[src/rtl/ball_pkg.sv]
// Shared types, geometry and colour constants for the jumping-ball engine.
package ball_pkg;

    typedef enum logic [1:0] {
        ST_IDLE = 2'd0,
        ST_RUN  = 2'd1,
        ST_OVER = 2'd2
    } state_e;

    typedef logic signed [10:0] coord_t;
    typedef logic signed [5:0]  vel_t;

    typedef struct packed {
        coord_t x;
        coord_t y;
        vel_t   vx;
        vel_t   vy;
    } ball_t;

    localparam int H_ACT       = 640;
    localparam int V_ACT       = 480;
    localparam int BALL_SZ     = 12;
    localparam int PAD_W       = 80;
    localparam int PAD_H       = 8;
    localparam int PAD_Y       = 460;
    localparam int PAD_STEP    = 6;
    localparam int GRAV        = 1;
    localparam int VMAX        = 15;
    localparam int JUMP_V      = 14;
    localparam int VX0         = 3;
    localparam int OVER_FRAMES = 120;

    localparam logic [11:0] BG      = 12'h000;
    localparam logic [11:0] BG_OVER = 12'h400;
    localparam logic [11:0] BALL    = 12'hFF0;
    localparam logic [11:0] PAD     = 12'h0FF;
    localparam logic [11:0] BAR     = 12'h0F0;

    localparam coord_t C_BALL_SZ  = coord_t'(BALL_SZ);
    localparam coord_t C_PAD_W    = coord_t'(PAD_W);
    localparam coord_t C_PAD_H    = coord_t'(PAD_H);
    localparam coord_t C_PAD_Y    = coord_t'(PAD_Y);
    localparam coord_t C_PAD_STEP = coord_t'(PAD_STEP);
    localparam coord_t C_X_MAX    = coord_t'(H_ACT - BALL_SZ);
    localparam coord_t C_PAD_MAX  = coord_t'(H_ACT - PAD_W);
    localparam coord_t C_FLOOR_Y  = coord_t'(PAD_Y - BALL_SZ);
    localparam coord_t C_V_ACT    = coord_t'(V_ACT);

    localparam vel_t V_GRAV = vel_t'(GRAV);
    localparam vel_t V_MAX  = vel_t'(VMAX);
    localparam vel_t V_JUMP = vel_t'(-JUMP_V);

    localparam ball_t BALL_PARK = '{x:  coord_t'((H_ACT - BALL_SZ) / 2),
                                    y:  coord_t'(0),
                                    vx: vel_t'(VX0),
                                    vy: vel_t'(0)};
    localparam coord_t PAD_X0 = coord_t'((H_ACT - PAD_W) / 2);

    // Half-open span test [lo, lo+len), signed.
    function automatic logic in_span(coord_t p, coord_t lo, coord_t len);
        return (p >= lo) && (p < lo + len);
    endfunction

endpackage

[src/rtl/ball_engine_if.sv]
// Pixel/timing/button bus between the VGA timing generator (master) and ball_engine (slave).
interface ball_engine_if;
    logic        pix_en;
    logic        frame_tick;
    logic        de;
    logic [9:0]  pos_x;
    logic [8:0]  pos_y;
    logic        btn_l;
    logic        btn_r;
    logic [11:0] rgb;
    logic [7:0]  score;
    logic [1:0]  state;

    modport master (output pix_en, frame_tick, de, pos_x, pos_y, btn_l, btn_r,
                    input  rgb, score, state);
    modport slave  (input  pix_en, frame_tick, de, pos_x, pos_y, btn_l, btn_r,
                    output rgb, score, state);
endinterface

[src/rtl/ball_engine_btn_sync.sv]
// btn_sync: two-flop synchronizer for an async push-button plus a one-clk rising-edge pulse.
module btn_sync (
    input  logic clk,
    input  logic rst_n,
    input  logic btn_i,
    output logic level_o,
    output logic rise_o
);
    logic [2:0] sync_q;

    always_ff @(posedge clk) begin
        if (!rst_n) sync_q <= '0;
        else        sync_q <= {sync_q[1:0], btn_i};
    end

    assign level_o = sync_q[1];
    assign rise_o  = sync_q[1] & ~sync_q[2];
endmodule

[src/rtl/ball_engine.sv]
// ball_engine: per-frame ball/paddle physics and registered pixel colour.
// Define SCORE_BAR_EN to draw the score bar across the top rows.
import ball_pkg::*;

module ball_engine (
    input  logic         clk,
    input  logic         rst_n,
    ball_engine_if.slave bus
);
    state_e      state_q, state_d;
    ball_t       ball_q, ball_d;
    coord_t      pad_q, pad_d;
    logic [7:0]  score_q, score_d;
    logic [6:0]  cnt_q, cnt_d;
    logic        pend_q, pend_d;
    logic [11:0] rgb_q, rgb_d;
    logic        lvl_l, lvl_r, rise_l, rise_r;

    btn_sync u_sync_l (.clk(clk), .rst_n(rst_n), .btn_i(bus.btn_l), .level_o(lvl_l), .rise_o(rise_l));
    btn_sync u_sync_r (.clk(clk), .rst_n(rst_n), .btn_i(bus.btn_r), .level_o(lvl_r), .rise_o(rise_r));

    coord_t bx, by, x_n, y_n, pad_n;
    vel_t   vx, vy, vy_n;
    logic signed [6:0] vy_inc;
    logic   floor_w, hit_w;

    assign bx = ball_q.x;
    assign by = ball_q.y;
    assign vx = ball_q.vx;
    assign vy = ball_q.vy;

    // Candidate next-frame geometry, used only while running.
    always_comb begin
        pad_n = pad_q;
        if (lvl_l && !lvl_r)      pad_n = pad_q - C_PAD_STEP;
        else if (lvl_r && !lvl_l) pad_n = pad_q + C_PAD_STEP;
        if (pad_n[10])                pad_n = '0;
        else if (pad_n > C_PAD_MAX)   pad_n = C_PAD_MAX;

        vy_inc  = 7'(vy) + 7'(V_GRAV);
        vy_n    = (vy_inc > 7'(V_MAX)) ? V_MAX : vy_inc[5:0];
        y_n     = by + coord_t'(vy_n);
        x_n     = bx + coord_t'(vx);
        floor_w = (y_n + C_BALL_SZ) >= C_PAD_Y;
        hit_w   = (x_n + C_BALL_SZ > pad_n) && (x_n < pad_n + C_PAD_W);
    end

    always_ff @(posedge clk) begin
        if (!rst_n) state_q <= ST_IDLE;
        else        state_q <= state_d;
    end

    always_comb begin
        state_d = state_q;
        if (bus.frame_tick) begin
            case (state_q)
                ST_IDLE: if (pend_q) state_d = ST_RUN;
                ST_RUN:  if (floor_w && !hit_w) state_d = ST_OVER;
                ST_OVER: if (cnt_q == 7'(OVER_FRAMES - 1)) state_d = ST_IDLE;
                default: state_d = ST_IDLE;
            endcase
        end
    end

    always_comb begin
        ball_d  = ball_q;
        pad_d   = pad_q;
        score_d = score_q;
        cnt_d   = cnt_q;
        pend_d  = pend_q;
        // An edge coincident with the tick only arms the start; the tick sees the old flag.
        if (state_q == ST_IDLE && (rise_l || rise_r)) pend_d = 1'b1;
        if (bus.frame_tick) begin
            case (state_q)
                ST_IDLE: begin
                    ball_d = BALL_PARK;
                    pad_d  = PAD_X0;
                    if (pend_q) begin
                        pend_d  = 1'b0;
                        score_d = '0;
                    end
                end
                ST_RUN: begin
                    pad_d = pad_n;
                    if (x_n[10]) begin
                        ball_d.x  = '0;
                        ball_d.vx = -vx;
                    end else if (x_n > C_X_MAX) begin
                        ball_d.x  = C_X_MAX;
                        ball_d.vx = -vx;
                    end else begin
                        ball_d.x  = x_n;
                    end
                    ball_d.y  = y_n;
                    ball_d.vy = vy_n;
                    if (y_n[10]) begin
                        ball_d.y  = '0;
                        ball_d.vy = '0;
                    end else if (floor_w && hit_w) begin
                        ball_d.y  = C_FLOOR_Y;
                        ball_d.vy = V_JUMP;
                        if (score_q != 8'hFF) score_d = score_q + 8'd1;
                    end else if (floor_w) begin
                        cnt_d = '0;
                    end
                end
                ST_OVER: begin
                    cnt_d = cnt_q + 7'd1;
                    if (state_d == ST_IDLE) begin
                        ball_d = BALL_PARK;
                        pad_d  = PAD_X0;
                    end
                end
                default: ;
            endcase
        end
    end

    coord_t px, py;
    assign px = coord_t'({1'b0, bus.pos_x});
    assign py = coord_t'({2'b00, bus.pos_y});

    // Later assignments take priority: background < bar < paddle < ball < blanking.
    always_comb begin
        rgb_d = (state_q == ST_OVER) ? BG_OVER : BG;
`ifdef SCORE_BAR_EN
        if (py < 11'sd4 && px < coord_t'({2'b00, score_q, 1'b0})) rgb_d = BAR;
`endif
        if (in_span(px, pad_q, C_PAD_W) && in_span(py, C_PAD_Y, C_PAD_H) && py < C_V_ACT) rgb_d = PAD;
        if (in_span(px, bx, C_BALL_SZ) && in_span(py, by, C_BALL_SZ)) rgb_d = BALL;
        if (!bus.de) rgb_d = BG;
    end

    always_ff @(posedge clk) begin
        if (!rst_n) begin
            ball_q  <= BALL_PARK;
            pad_q   <= PAD_X0;
            score_q <= '0;
            cnt_q   <= '0;
            pend_q  <= 1'b0;
            rgb_q   <= BG;
        end else begin
            ball_q  <= ball_d;
            pad_q   <= pad_d;
            score_q <= score_d;
            cnt_q   <= cnt_d;
            pend_q  <= pend_d;
            if (bus.pix_en) rgb_q <= rgb_d;
        end
    end

    assign bus.rgb   = rgb_q;
    assign bus.score = score_q;
    assign bus.state = state_q;
endmodule

[src/flat_wrapper.sv]
// flat-port wrapper written by rule: the top's interface ports become plain ports
module ball_engine_flat 
  (clk, rst_n, bus_pix_en, bus_frame_tick, bus_de, bus_pos_x, bus_pos_y, bus_btn_l, bus_btn_r, bus_rgb, bus_score, bus_state);
  ball_engine_if bus_i ();
  input  logic clk;
  input  logic rst_n;
  input wire logic [$bits(bus_i.pix_en)-1:0] bus_pix_en;
  input wire logic [$bits(bus_i.frame_tick)-1:0] bus_frame_tick;
  input wire logic [$bits(bus_i.de)-1:0] bus_de;
  input wire logic [$bits(bus_i.pos_x)-1:0] bus_pos_x;
  input wire logic [$bits(bus_i.pos_y)-1:0] bus_pos_y;
  input wire logic [$bits(bus_i.btn_l)-1:0] bus_btn_l;
  input wire logic [$bits(bus_i.btn_r)-1:0] bus_btn_r;
  output wire logic [$bits(bus_i.rgb)-1:0] bus_rgb;
  output wire logic [$bits(bus_i.score)-1:0] bus_score;
  output wire logic [$bits(bus_i.state)-1:0] bus_state;
  assign bus_i.pix_en = bus_pix_en;
  assign bus_i.frame_tick = bus_frame_tick;
  assign bus_i.de = bus_de;
  assign bus_i.pos_x = bus_pos_x;
  assign bus_i.pos_y = bus_pos_y;
  assign bus_i.btn_l = bus_btn_l;
  assign bus_i.btn_r = bus_btn_r;
  assign bus_rgb = bus_i.rgb;
  assign bus_score = bus_i.score;
  assign bus_state = bus_i.state;
  ball_engine u_core (.clk(clk), .rst_n(rst_n), .bus(bus_i));
endmodule
[config.mk]
export PLATFORM = sky130hd
export DESIGN_NAME = ball_engine_flat
export DESIGN_NICKNAME = d
export VERILOG_FILES = /design/src/rtl/ball_pkg.sv /design/src/rtl/ball_engine_if.sv /design/src/rtl/ball_engine_btn_sync.sv /design/src/rtl/ball_engine.sv /design/src/flat_wrapper.sv
export SDC_FILE = /design/constraint.sdc
export NUM_CORES = 1
export LEC_CHECK = 0
export CAP_MARGIN = 25
export CORE_MARGIN = 1.5
export CORE_UTILIZATION = 55
export CTS_CLUSTER_SIZE = 30
export DETAILED_ROUTE_END_ITERATION = 12
export PLACE_DENSITY = 0.78
export SLEW_MARGIN = 20
export SYNTH_ARGS = -nofsm -noshare
export SYNTH_HDL_FRONTEND = slang
export SYNTH_SLANG_ARGS = --single-unit
[constraint.sdc]
create_clock -name clk -period 4.1 [get_ports clk]
set_input_delay 0.615 -clock clk [delete_from_list [all_inputs] [get_ports clk]]
set_output_delay 0.615 -clock clk [all_outputs]
set_load 0.005 [all_outputs]
== Yosys cells after proc, flatten, opt, wreduce, memory -nomap -nowiden ==
Cells that the tools add are included.

* Add/subtract/negate cells: 14
* $mul: 0
* Divide/modulo/power cells: 0
* $lt $le $gt $ge: 15
* Eq/ne operators: 12
* Shift-type cells: 0
* Mux-type cells: 39
* Bitwise logic cells: 4
* Reductions and logical operators: 26

{| class="wikitable"
|+ Operators with widths
! cell !! number
|-
| 34-bit case mux with 3 select lines || 1
|-
| 11-bit two-way mux || 7
|-
| 11-bit by 5-bit adder with 11-bit output (second input constant) || 4
|-
| 12-bit two-way mux || 3
|-
| 34-bit two-way mux || 1
|-
| 11-bit less-than comparator || 3
|-
| 11-bit case mux with 3 select lines || 1
|-
| 8-bit two-way mux || 4
|-
| 10-bit two-way mux || 3
|-
| 6-bit two-way mux || 5
|-
| 11-bit by 6-bit adder with 11-bit output || 2
|-
| 11-bit by 8-bit adder with 11-bit output (second input constant) || 2
|-
| 11-bit >= comparator || 2
|-
| 11-bit > comparator (second input constant) || 2
|-
| 7-bit two-way mux || 3
|-
| 9-bit less-than comparator (second input constant) || 2
|-
| 8-bit case mux with 2 select lines || 1
|-
| 7-bit case mux with 2 select lines || 1
|-
| 1-bit logical AND || 13
|-
| 11-bit by 4-bit adder with 11-bit output (second input constant) || 1
|-
| 10-bit by 11-bit >= comparator with 1-bit output || 1
|-
| 11-bit by 10-bit >= comparator with 1-bit output (second input constant) || 1
|-
| 11-bit > comparator || 1
|-
| 10-bit by 11-bit less-than comparator with 1-bit output || 1
|-
| other kinds (28) || 45
|}

* Bits in registers: 81
* Latch bits: 0
* Bits in writable memories: 0
* ROM bits: 0
* Input port bits: 26
* Output and inout bits: 22
* Logic and storage cells: 122
* Memories: 0

== Longest topological paths before layout ==
Gate-level depths: netlist of the first run.

* Depth after elaboration: 18
* Gate-level depth with buffers: 24
* Mapped depth without buffers: 23

== Cells and area by module ==
A second synthesis of the first run with hierarchy kept.

* Cell total of the unflattened synthesis: 872
* Area total of the unflattened synthesis: 6822.8 um^2

{| class="wikitable"
|+ By module, submodules not included
! module !! instances !! cells an instance !! area an instance (um^2) !! sequential area each (um^2)
|-
| ball_engine || 1 || 858 || 6637.6 || 1281.2
|-
| btn_sync || 2 || 7 || 92.6 || 60.1
|}

== Least setup slack after synthesis of the first run ==
No wires, ideal clock.

* Path type: register -> register
* Start: reg u_core.ball_q, in the netlist u_core.vy[0]
* End: reg u_core.score_q[3] (netlist: u_core.bus.score[3])
* Setup time: 0.059 ns
* Data arrival time: 4.494 ns
* Required time: 4.041 ns
* Slack: -0.453 ns
* Stages on the path, launching flop included: 22
* Buffers on the path: 1
* Clock period less this slack: 4.553 ns
* Cells stage by stage: dfxtp_1 > ha_1 > and3_1 > nand3_1 > o22ai_1 > a22o_1 > nand2_1 > ha_1 > fa_1 > xor2_1 > inv_1 > ha_1 > nor3_2 > a22o_1 > o221ai_1 > xnor2_1 > a31o_2 > and2_1 > o221a_2 > buf_2 > a211o_1 > nand2_1

* Cells in the longest elaborated chain, start to end: 9
* Elaborated cells between the ends (all ways): 10
* Those cells by class: 3 x add/sub; 2 x order compare; 2 x eq/ne; 1 x mux; 2 x reduce/logical

{| class="wikitable"
|+ RTL lines
! element !! RTL line !! text
|-
| start: declaration || ball_engine.sv:11 || <nowiki>ball_t ball_q, ball_d;</nowiki>
|-
| start signal: assignment || ball_engine.sv:143 || <nowiki>ball_q <= ball_d;</nowiki>
|-
| 6-bit by 2-bit adder with 7-bit output * || ball_engine.sv:40 || <nowiki>vy_inc = 7'(vy) + 7'(V_GRAV);</nowiki>
|-
| 7-bit by 5-bit > comparator with 1-bit output || ball_engine.sv:41 || <nowiki>vy_n = (vy_inc > 7'(V_MAX)) ? V_MAX : vy_inc[5:0];</nowiki>
|-
| 6-bit two-way mux * || ball_engine.sv:41 ||
|-
| 11-bit by 6-bit adder with 11-bit output * || ball_engine.sv:42 || <nowiki>y_n = by + coord_t'(vy_n);</nowiki>
|-
| 11-bit by 5-bit adder with 11-bit output || ball_engine.sv:44 || <nowiki>floor_w = (y_n + C_BALL_SZ) >= C_PAD_Y;</nowiki>
|-
| 11-bit by 10-bit >= comparator with 1-bit output || ball_engine.sv:44 ||
|-
| 1-bit logical AND || ball_engine.sv:99 || <nowiki>end else if (floor_w && hit_w) begin</nowiki>
|-
| 2-bit by 1-bit != test with 1-bit output (no source line) || n/a ||
|-
| 6-bit AND reduction (no source line) * || n/a ||
|-
| end signal: assignment || ball_engine.sv:145 || <nowiki>score_q <= score_d;</nowiki>
|-
| end: declaration || ball_engine.sv:13 || <nowiki>logic [7:0] score_q, score_d;</nowiki>
|}

Mark *: on every way between the ends. The rest lies on a longest branch, timed or not.
A chain may end at the register's enable or synchronous reset.

== Worst setup path in the final report of the first run ==
* Start: reg u_core.ball_q, in the netlist u_core.vy[1]
* End: reg u_core.ball_q, in the netlist u_core.by[9]

* Cells in the longest elaborated chain, start to end: 13
* Elaborated cells between the ends (all ways): 17
* Those cells by class: 3 x add/sub; 2 x order compare; 1 x eq/ne; 7 x mux; 4 x reduce/logical

{| class="wikitable"
|+ RTL lines
! element !! RTL line !! text
|-
| 6-bit by 2-bit adder with 7-bit output * || ball_engine.sv:40 ||
|-
| 7-bit by 5-bit > comparator with 1-bit output || ball_engine.sv:41 ||
|-
| 6-bit two-way mux * || ball_engine.sv:41 ||
|-
| 11-bit by 6-bit adder with 11-bit output * || ball_engine.sv:42 ||
|-
| 11-bit by 5-bit adder with 11-bit output || ball_engine.sv:44 ||
|-
| 11-bit by 10-bit >= comparator with 1-bit output || ball_engine.sv:44 ||
|-
| 1-bit logical AND || ball_engine.sv:58 || <nowiki>ST_RUN: if (floor_w && !hit_w) state_d = ST_OVER;</nowiki>
|-
| 2-bit two-way mux || ball_engine.sv:58 ||
|-
| 2-bit case mux with 3 select lines || ball_engine.sv:56 || <nowiki>case (state_q)</nowiki>
|-
| 2-bit two-way mux || ball_engine.sv:55 || <nowiki>if (bus.frame_tick) begin</nowiki>
|-
| 2-bit logical NOT || ball_engine.sv:109 || <nowiki>if (state_d == ST_IDLE) begin</nowiki>
|-
| 2-bit by 1-bit != test with 1-bit output (no source line) || n/a ||
|-
| 3-bit AND reduction (no source line) || n/a ||
|}

Marks and branches as above.

==> results.txt, run 1 <==
The run finished, with violations left. The checks that failed: negative setup slack. The number of register bits inferred by synthesis was 70; the post-route DRC violation count was 0. The count of vias placed by the detailed router is 7549, and the clock latency at the later pin of the worst-skew pair is 0.35 ns. For this design the ratio of total power to cell area is 232 nW/um^2. Worst slew margin relative to its limit: 0.415. STA classifies the critical path endpoint as a register. For this run, the detailed router's first-pass iteration total came to 5.

In this run, synthesis inferred 0 flip-flops with an integrated enable. The post-route fraction of the period consumed by the critical path is 1.09. For the met3 demand-to-capacity share in global routing, the log shows 0.0380. Derived from the worst setup path, the maximum achievable clock frequency is 224 MHz. After the first detailed-routing iteration, the DRC count stood at 989. Setup violations remaining at the end of the flow were counted as 33. Internal power comes to 1550 uW. The worst-case vdd ir drop is 177 uV. In this run the horizontal extent of the chip is 115 um. The overall fraction of global-route tracks in use came out at 0.307.

The count of fill cells added during filler insertion came out at 800. The origin of the worst min-delay path is u_core.u_sync_r.sync_q[0]. The run gives 0 as the max-slew violation count.

The most common cell after layout, fill and taps aside was buf_4. Counting every net in the synthesized netlist gives 1012. The tools report the total count of hold-check failures in the final report as 0. Across the run, the number of max-cap violations was 0. The via count of the first global-routing pass is 6801, and the highest net fanout along the worst path is 5. The fraction of met1 tracks used by global routing was 0.414. The library cells used most frequently in the layout, excluding fill and tap cells, are buf_4, ha_1, dfxtp_1, inv_1. During synthesis, Yosys emitted a total of 0 warnings. The tools report the cell chosen for the clock root as clkbuf_16.

After detailed placement, the design holds a cell count of 1209. After floorplanning, the core was divided into 40 placement rows. The fraction of registers with async set/reset came out at 0. The number of nets in the layout is 1201. The total number of H-tree levels was 3; the number of clock sinks seen by CTS was 70. TritonCTS built the clock tree. The tools report the fraction of power consumed by the clock network as 0.387. The average instance in the mapped netlist occupies 7.84 sq um. Compared with the post-synthesis result, the final layout area differs by 36.3%.

Detailed placement ended at an HPWL of 15.1 mm. Across the routed clock network, the largest skew measured is 0.00867 ns. The critical path is of the reg -> reg type.

The via-per-instance ratio works out to 6.06. The least setup slack across all paths after layout is -0.364 ns, and the overall die height is 115 um. The switching share of power works out to 0.293. The wire length of the first global-routing pass was 32.7 mm; the worst-case clock buffer depth was 2. Distinct cell type count of the synthesized netlist: 76.

At the pin with the least slew margin, the transition time is 0.874 ns. The tools report the critical path startpoint category as a register. In this run the standard cell core region covers 12200 sq um. The most used flip-flop cell after synthesis is dfxtp_1. The tools report the relative contribution of sequential cells to total power as 0.325. Routability-driven placement finished with a final weighted congestion of 0.921. Clock-pin slew was measured on the worst setup and hold paths at 0.06 ns. The run gives 0 as the number of antenna repair diodes. The path class of the tightest hold or removal check is reg -> reg. Synthesis handed over a netlist of 884 instances.

The worst path needs 4.46 ns of the cycle, external delays included. The run gives -8.88 ns as the total negative slack for setup checks. Entering global routing, the biggest net connects 27 pins. Number of routed nets with antenna violations: 0.

The worst reg2reg path startpoint is u_core.vy[1]. Wires add up to 21.5 mm. The ratio of cells with drive above 1 in the final layout is 0.238. The initial antenna violation count came out at 0. The tools report the met2 demand-to-capacity share in global routing as 0.511. The start point of the critical path was u_core.vy[1]. The count of boundary I/O pins was 48. In the final routed layout, each cell accounts on average for 17.3 um. After global routing, the most crowded layer is met2. The die covers 13300 sq um. The logs give 2190 uW for the total chip power and 1246 for the final instance count without filler cells. The number of clock buffers added by TritonCTS is 9.

Port buffering added 47 buffers. For the utilization after layout, the log shows 0.776. The portion of total power attributed to combinational logic is 0.288. The analysis attributes to cell leakage a power of 0.00411 uW. The mapped netlist covers 6930 sq um. The remaining global-route overflow was 0.

Setup repair after global routing could not meet its margin everywhere. Proportion of synthesized chip area in sequential cells: 0.202. Summed over all nets, the switching power comes to 642 uW. The worst endpoint required time was 4.36 ns. The arrival time reported for the critical path endpoint was 4.72 ns; the initial standard-cell utilization of the core was 0.570.
[worst max-delay path, cell delays in order, from the launching register on]
cell      delay [ns]
dfxtp_4         0.37
ha_4            0.14
and3_4          0.19
nand3_2         0.08
o22ai_1         0.13
a22o_1          0.22
nand2_2         0.10
ha_4            0.17
fa_2            0.39
a211oi_4        0.33
o21ba_4         0.23
buf_6           0.12
a31oi_1         0.08
a311o_1         0.35
a211oi_2        0.24
mux2i_1         0.11
a31o_2          0.26
and2_4          0.16
o21ai_4         0.23
buf_6           0.16
nand3_2         0.07
o31ai_1         0.24
[repair_timing]
action                                  in CTS  in global routing
endpoints found under the setup margin      33                 33
resized for setup                           40                 45
cloned                                       2                  0
hold buffers                                 0                  0
pin swaps                                   39                 23
setup buffers                                9                 10
[synthesized netlist by cell type, drive strengths merged, types with 12 or more instances]
library cell	number	share of area
xor2	16	0.020
o21a	15	0.016
nor2b	22	0.020
a21oi	61	0.044
nand2b	13	0.012
clkbuf	23	0.012
nor2	57	0.031
xnor2	42	0.053
and3	13	0.012
ha	100	0.18
dfxtp	70	0.20
nand3	39	0.028
nor3	16	0.012
o21ai	48	0.035
a21boi	14	0.015
and2	20	0.018
o211ai	12	0.013
nand4	15	0.014
inv	67	0.036
nand2	59	0.033
[power groups by stage]
stage	clock network, uW	registers [uW]	logic, uW
floorplan	0	721	347
global placement	0	723	558
detailed placement	0	723	570
CTS	852	709	602
global route	887	713	694
finish	846	711	629
[kinds of logic after synthesis]
| group | Yosys count | synth area share |
|---|---|---|
| other | 1 | 0.000541 |
| adders and majority gates | 102 | 0.186 |
| buffers and inverters | 104 | 0.0621 |
| AOI/OAI and AO/OA | 251 | 0.247 |
| xor gates and xnor gates | 58 | 0.0733 |
| DFF | 70 | 0.202 |
| and+or+nand+nor | 289 | 0.216 |
| muxes | 9 | 0.0130 |
[metal layers]
metal | share of wire | vias to the layer above
li1 | - | 3593
met1 | 0.44 | 3492
met2 | 0.45 | 382
met3 | 0.071 | 82
met4 | 0.035 | 0
met5 | 0 | -
[final cells by class]
type | count | area [sq um] | share of cell area
Clock buffer | 12 | 246 | 0.0261
Clock inverter | 4 | 70.1 | 0.00742
Inverter | 70 | 263 | 0.0278
Multi-Input combinational cell | 711 | 5510 | 0.584
Sequential cell | 70 | 1410 | 0.150
Tap cell | 168 | 210 | 0.0223
Timing Repair Buffer | 211 | 1730 | 0.183
[through the flow]
stage | instance area (sq um) | hold WS (ns) | setup slack [ns]
after floorplan | 7020 | 0.412 | -0.140
after global placement | 8620 | 0.417 | -0.302
after detailed placement | 8620 | 0.427 | -0.401
after CTS | 9160 | 0.441 | -0.215
after global routing | 9440 | 0.451 | -0.514
final | 9440 | 0.436 | -0.364
[path summary, 6_finish.rpt]
| kind | end | slack [ns] | cells after the start |
|---|---|---|---|
| max | u_core.by[9] | -0.36 | 21 |
| min reg2reg | u_core.u_sync_r.sync_q[1] | 0.44 | 1 |
| max reg2reg | u_core.by[9] | -0.36 | 21 |
| min | u_core.u_sync_r.sync_q[1] | 0.44 | 1 |
[sequential cells by signal, summed over array words and instances, names as in the netlist]
name,flops
u_core.pad_q,10
u_core.cnt_q,7
u_core.vx,6
u_core.by,10
u_core.vy,6
u_core.bx,10
u_core.u_sync_r.sync_q,3
u_core.bus.state,2
u_core.bus.score,8
u_core.u_sync_l.sync_q,3
u_core.pend_q,1
u_core.bus.rgb,4
No activity file was read; power rests on OpenSTA's default activity.
==> inputs of run 2 (changes only) <==
Settings changed: GPL_TIMING_DRIVEN set to 0, RECOVER_POWER set to 100.
==> run 2 against run 1 <==
Effect of this change: sequential cell count stayed put; total power is 0.18% lower; final area fell by 0.85%; clock skew is 0.0014 ns lower; setup slack lost 0.40 ns; the run still ends with negative setup slack left; cell count is 5.3% lower.
==> results.txt, run 2 (same netlist as run 1, synthesis figures left out) <==
The net load switching power is 733 uW. The total negative slack for setup checks was -22.40 ns; the total chip power was 2180 uW. The wire length of the first global-routing pass was 33.4 mm; the number of nets in the layout was 1135. The run gives 0.972 as the placer congestion estimate. The run gives 0 as the total count of hold-check failures in the final report. Count of vias placed by the detailed router: 7685. The logs give 0.431 ns for the final hold slack and 205 MHz for the timing-limited maximum frequency. Global routing finished with a remaining overflow of 0. The count of buffers added on input and output ports is 45.

The die covers 13300 sq um. The number of violations of the max-capacitance limit was 0. Along the worst path, the maximum fanout reaches 5. For the portion of total power attributed to combinational logic, the log shows 0.306.

The run gives 70 as the number of clock sinks seen by CTS. The startpoint identified for the worst register-to-register timing path is u_core.pad_q[5]. The number of cells on the worst reg-to-reg path is 26, and the area added between synthesis and finish is 35.1%.

The average routed wire per standard cell is 20.0 um, and the via count of the first global-routing pass is 6759. The min-delay analysis places its worst path in the category reg -> reg. Detailed routing placed a total of 2.28 mm of wire on met3. After detailed routing, the met2 layer carries 10.6 mm of wire. After legalization and detailed placement, the total HPWL measured 14.2 mm. The number of antenna repair diodes is 0. The library cells used most frequently in the layout, excluding fill and tap cells, are ha_1, buf_4, inv_1, dfxtp_1. The total number of H-tree levels came out at 3.

TritonCTS built the clock tree. The logs give 0 for the initial antenna violation count and 179 uV for the worst-case vdd ir drop. In this run the register-to-register setup slack is -0.77 ns. The relative contribution of sequential cells to total power is 0.327, and the maximum number of pins on one net before global-route repair is 15. The number of DRC markers after the initial detailed-route iteration is 999, and the delay contributed by the slowest stage of the critical path is 0.39 ns.

The overall die height was 115 um. Largest delay contributor family on the critical path: compound AO/OA/AOI/OAI gates. Across the whole layout, storage elements account for 1430 sq um. In this run the remaining antenna-violating nets after routing total 0. The logs give 33 for the final-report setup violation count and 23.6 mm for the final wirelength. The type of element capturing the critical path is a register.

Placeable core region: 12200 sq um. The final reports fail on negative setup slack. The switching share of power is 0.336, and the worst endpoint required time is 4.35 ns. The endpoint identified for the worst register-to-register timing path is u_core.bus.score[7].

The tools report the worst slew margin relative to its limit as 0.428. The total CTS buffers was 9; the cell depth of the worst setup path was 26. After detailed routing, the wire length on met1 is 9.64 mm. For the post-placement worst setup slack, the log shows -1.18 ns.

The tools report the capturing instance or port of the critical path as u_core.bus.score[7]. For this run, design rule violations remaining after detail routing come to 0. Ratio of cells with drive above 1 in the final layout: 0.228. The critical path startpoint category is a register.

In this run the core area contains 40 standard-cell rows. The longest clock path from root to sink contains 2 buffers. The run gives 5910 sq um as the combined area of the multi-input logic cells. The most common cell after layout, fill and taps aside was ha_1.

The via-per-instance ratio was 6.51. The initial standard-cell utilization of the core was 0.570. The root buffer cell chosen for the clock tree is clkbuf_16. The highest layer used for signal routing is met4. Utilization after layout: 0.770.

Start point of the critical path: u_core.pad_q[5]. The clock reaches the later pin of the worst-skew pair after 0.35 ns. The critical path contains buffers and inverters numbering 6 combined.

The count of boundary I/O pins was 48; the clock transition at the registers of the reported paths was 0.06 ns. The critical path is of the reg -> reg type. The tools report the least setup slack across all paths after layout as -0.767 ns.

Buffers inserted to repair hold after CTS numbered 0. STA puts the critical path data arrival time at 5.11 ns. The slowest stage of the critical path belongs to the cell dfxtp_4.

The minimum clock period after layout works out to 4.87 ns. Actual transition at the worst max-transition pin: 0.851 ns. The layout has 781 filler cells. The post-route fraction of the period consumed by the critical path is 1.19, and the max-slew violation count is 0. The run finished, with violations left. Setup repair after global routing could not meet its margin everywhere. Across the routed clock network, the largest skew measured is 0.00723 ns. Summed over all cells, the static leakage comes to 0.00385 uW.

For the cell-internal power, the log shows 1450 uW. The total iterations of the first detailed-routing run was 9; the power per standard cell area was 233 nW/um^2. The die width was 115 um. The overall fraction of global-route tracks in use is 0.317. The tools report the fraction of power consumed by the clock network as 0.367.
[run 2: cell types whose count changed in the layout (fill, tap and decap cells not counted), moves of 6 or more]
cell and change:
nor2_1 -6, xnor2_1 -6, ha_1 -7, dlygate4sd3_1 +7
clkbuf_1 +17, o21ai_0 -7, clkdlybuf4s50_1 -9, buf_4 -94
buf_6 +8
[run 2: power by group through the flow]
stage	Combinational [uW]	Clock, uW	Sequential [uW]
finish	667	801	714
global route	717	833	716
CTS	589	804	711
detailed placement	481	0	727
global placement	472	0	726
floorplan	347	0	721
[run 2: worst min path at each step]
| stage | start | endpoint | cells after the start |
|---|---|---|---|
| global route | u_core.u_sync_l.sync_q[0] | u_core.u_sync_l.sync_q[1] | 1 |
| detailed placement | u_core.u_sync_r.sync_q[0] | u_core.u_sync_r.sync_q[1] | 1 |
| CTS | u_core.u_sync_r.sync_q[0] | u_core.u_sync_r.sync_q[1] | 1 |
| global placement | u_core.u_sync_l.sync_q[0] | u_core.u_sync_l.sync_q[1] | 1 |
| finish | u_core.u_sync_r.sync_q[0] | u_core.u_sync_r.sync_q[1] | 1 |
| floorplan | u_core.u_sync_l.sync_q[0] | u_core.u_sync_l.sync_q[1] | 1 |
[run 2: timing repair]
| action | CTS | global route |
|---|---|---|
| resized for setup | 122 | 67 |
| setup endpoints to repair | 33 | 33 |
| pin swaps | 47 | 56 |
| endpoints found under the hold margin | 0 | 0 |
| gates cloned | 0 | 2 |
| buffers inserted | 49 | 21 |
[run 2: layout make-up]
| type | count | share of cell area |
|---|---|---|
| Inverter | 70 | 0.0289 |
| Clock buffer | 10 | 0.0267 |
| Multi-Input combinational cell | 710 | 0.631 |
| Tap cell | 168 | 0.0225 |
| Sequential cell | 70 | 0.153 |
| Timing Repair Buffer | 114 | 0.113 |
| Buffer | 32 | 0.0202 |
| Clock inverter | 6 | 0.00535 |
[run 2: per-layer routing]
layer	vias to the layer above	track usage
met1	3583	0.427
met4	0	0.117
met5	-	0
met2	521	0.506
met3	126	0.0601
li1	3455	-
[run 2: per-stage QoR]
step	cells	cell area (sq um)
2_1_floorplan	884	7020
3_3_place_gp	1097	7680
3_5_place_dp	1097	7680
4_1_cts	1159	8870
5_1_grt	1180	9360
6_report	1180	9360
[run 2: worst register-to-register path, stage by stage (launching register included)]
cell       delay [ns]
dfxtp_4          0.39
inv_1            0.12
ha_1             0.20
inv_1            0.10
o211a_4          0.21
nor2_4           0.06
nor4_2           0.24
a31oi_1          0.14
nor2_1           0.26
a21oi_4          0.15
a21oi_4          0.23
inv_2            0.07
ha_4             0.16
o211a_1          0.23
xnor2_2          0.14
ha_1             0.32
a21oi_2          0.14
o22ai_1          0.09
nor2_1           0.15
o21ai_2          0.11
nor4_4           0.37
clkbuf_16        0.22
buf_6            0.09
o221a_4          0.22
buf_8            0.11
nand4_1          0.11
mux2i_1          0.13
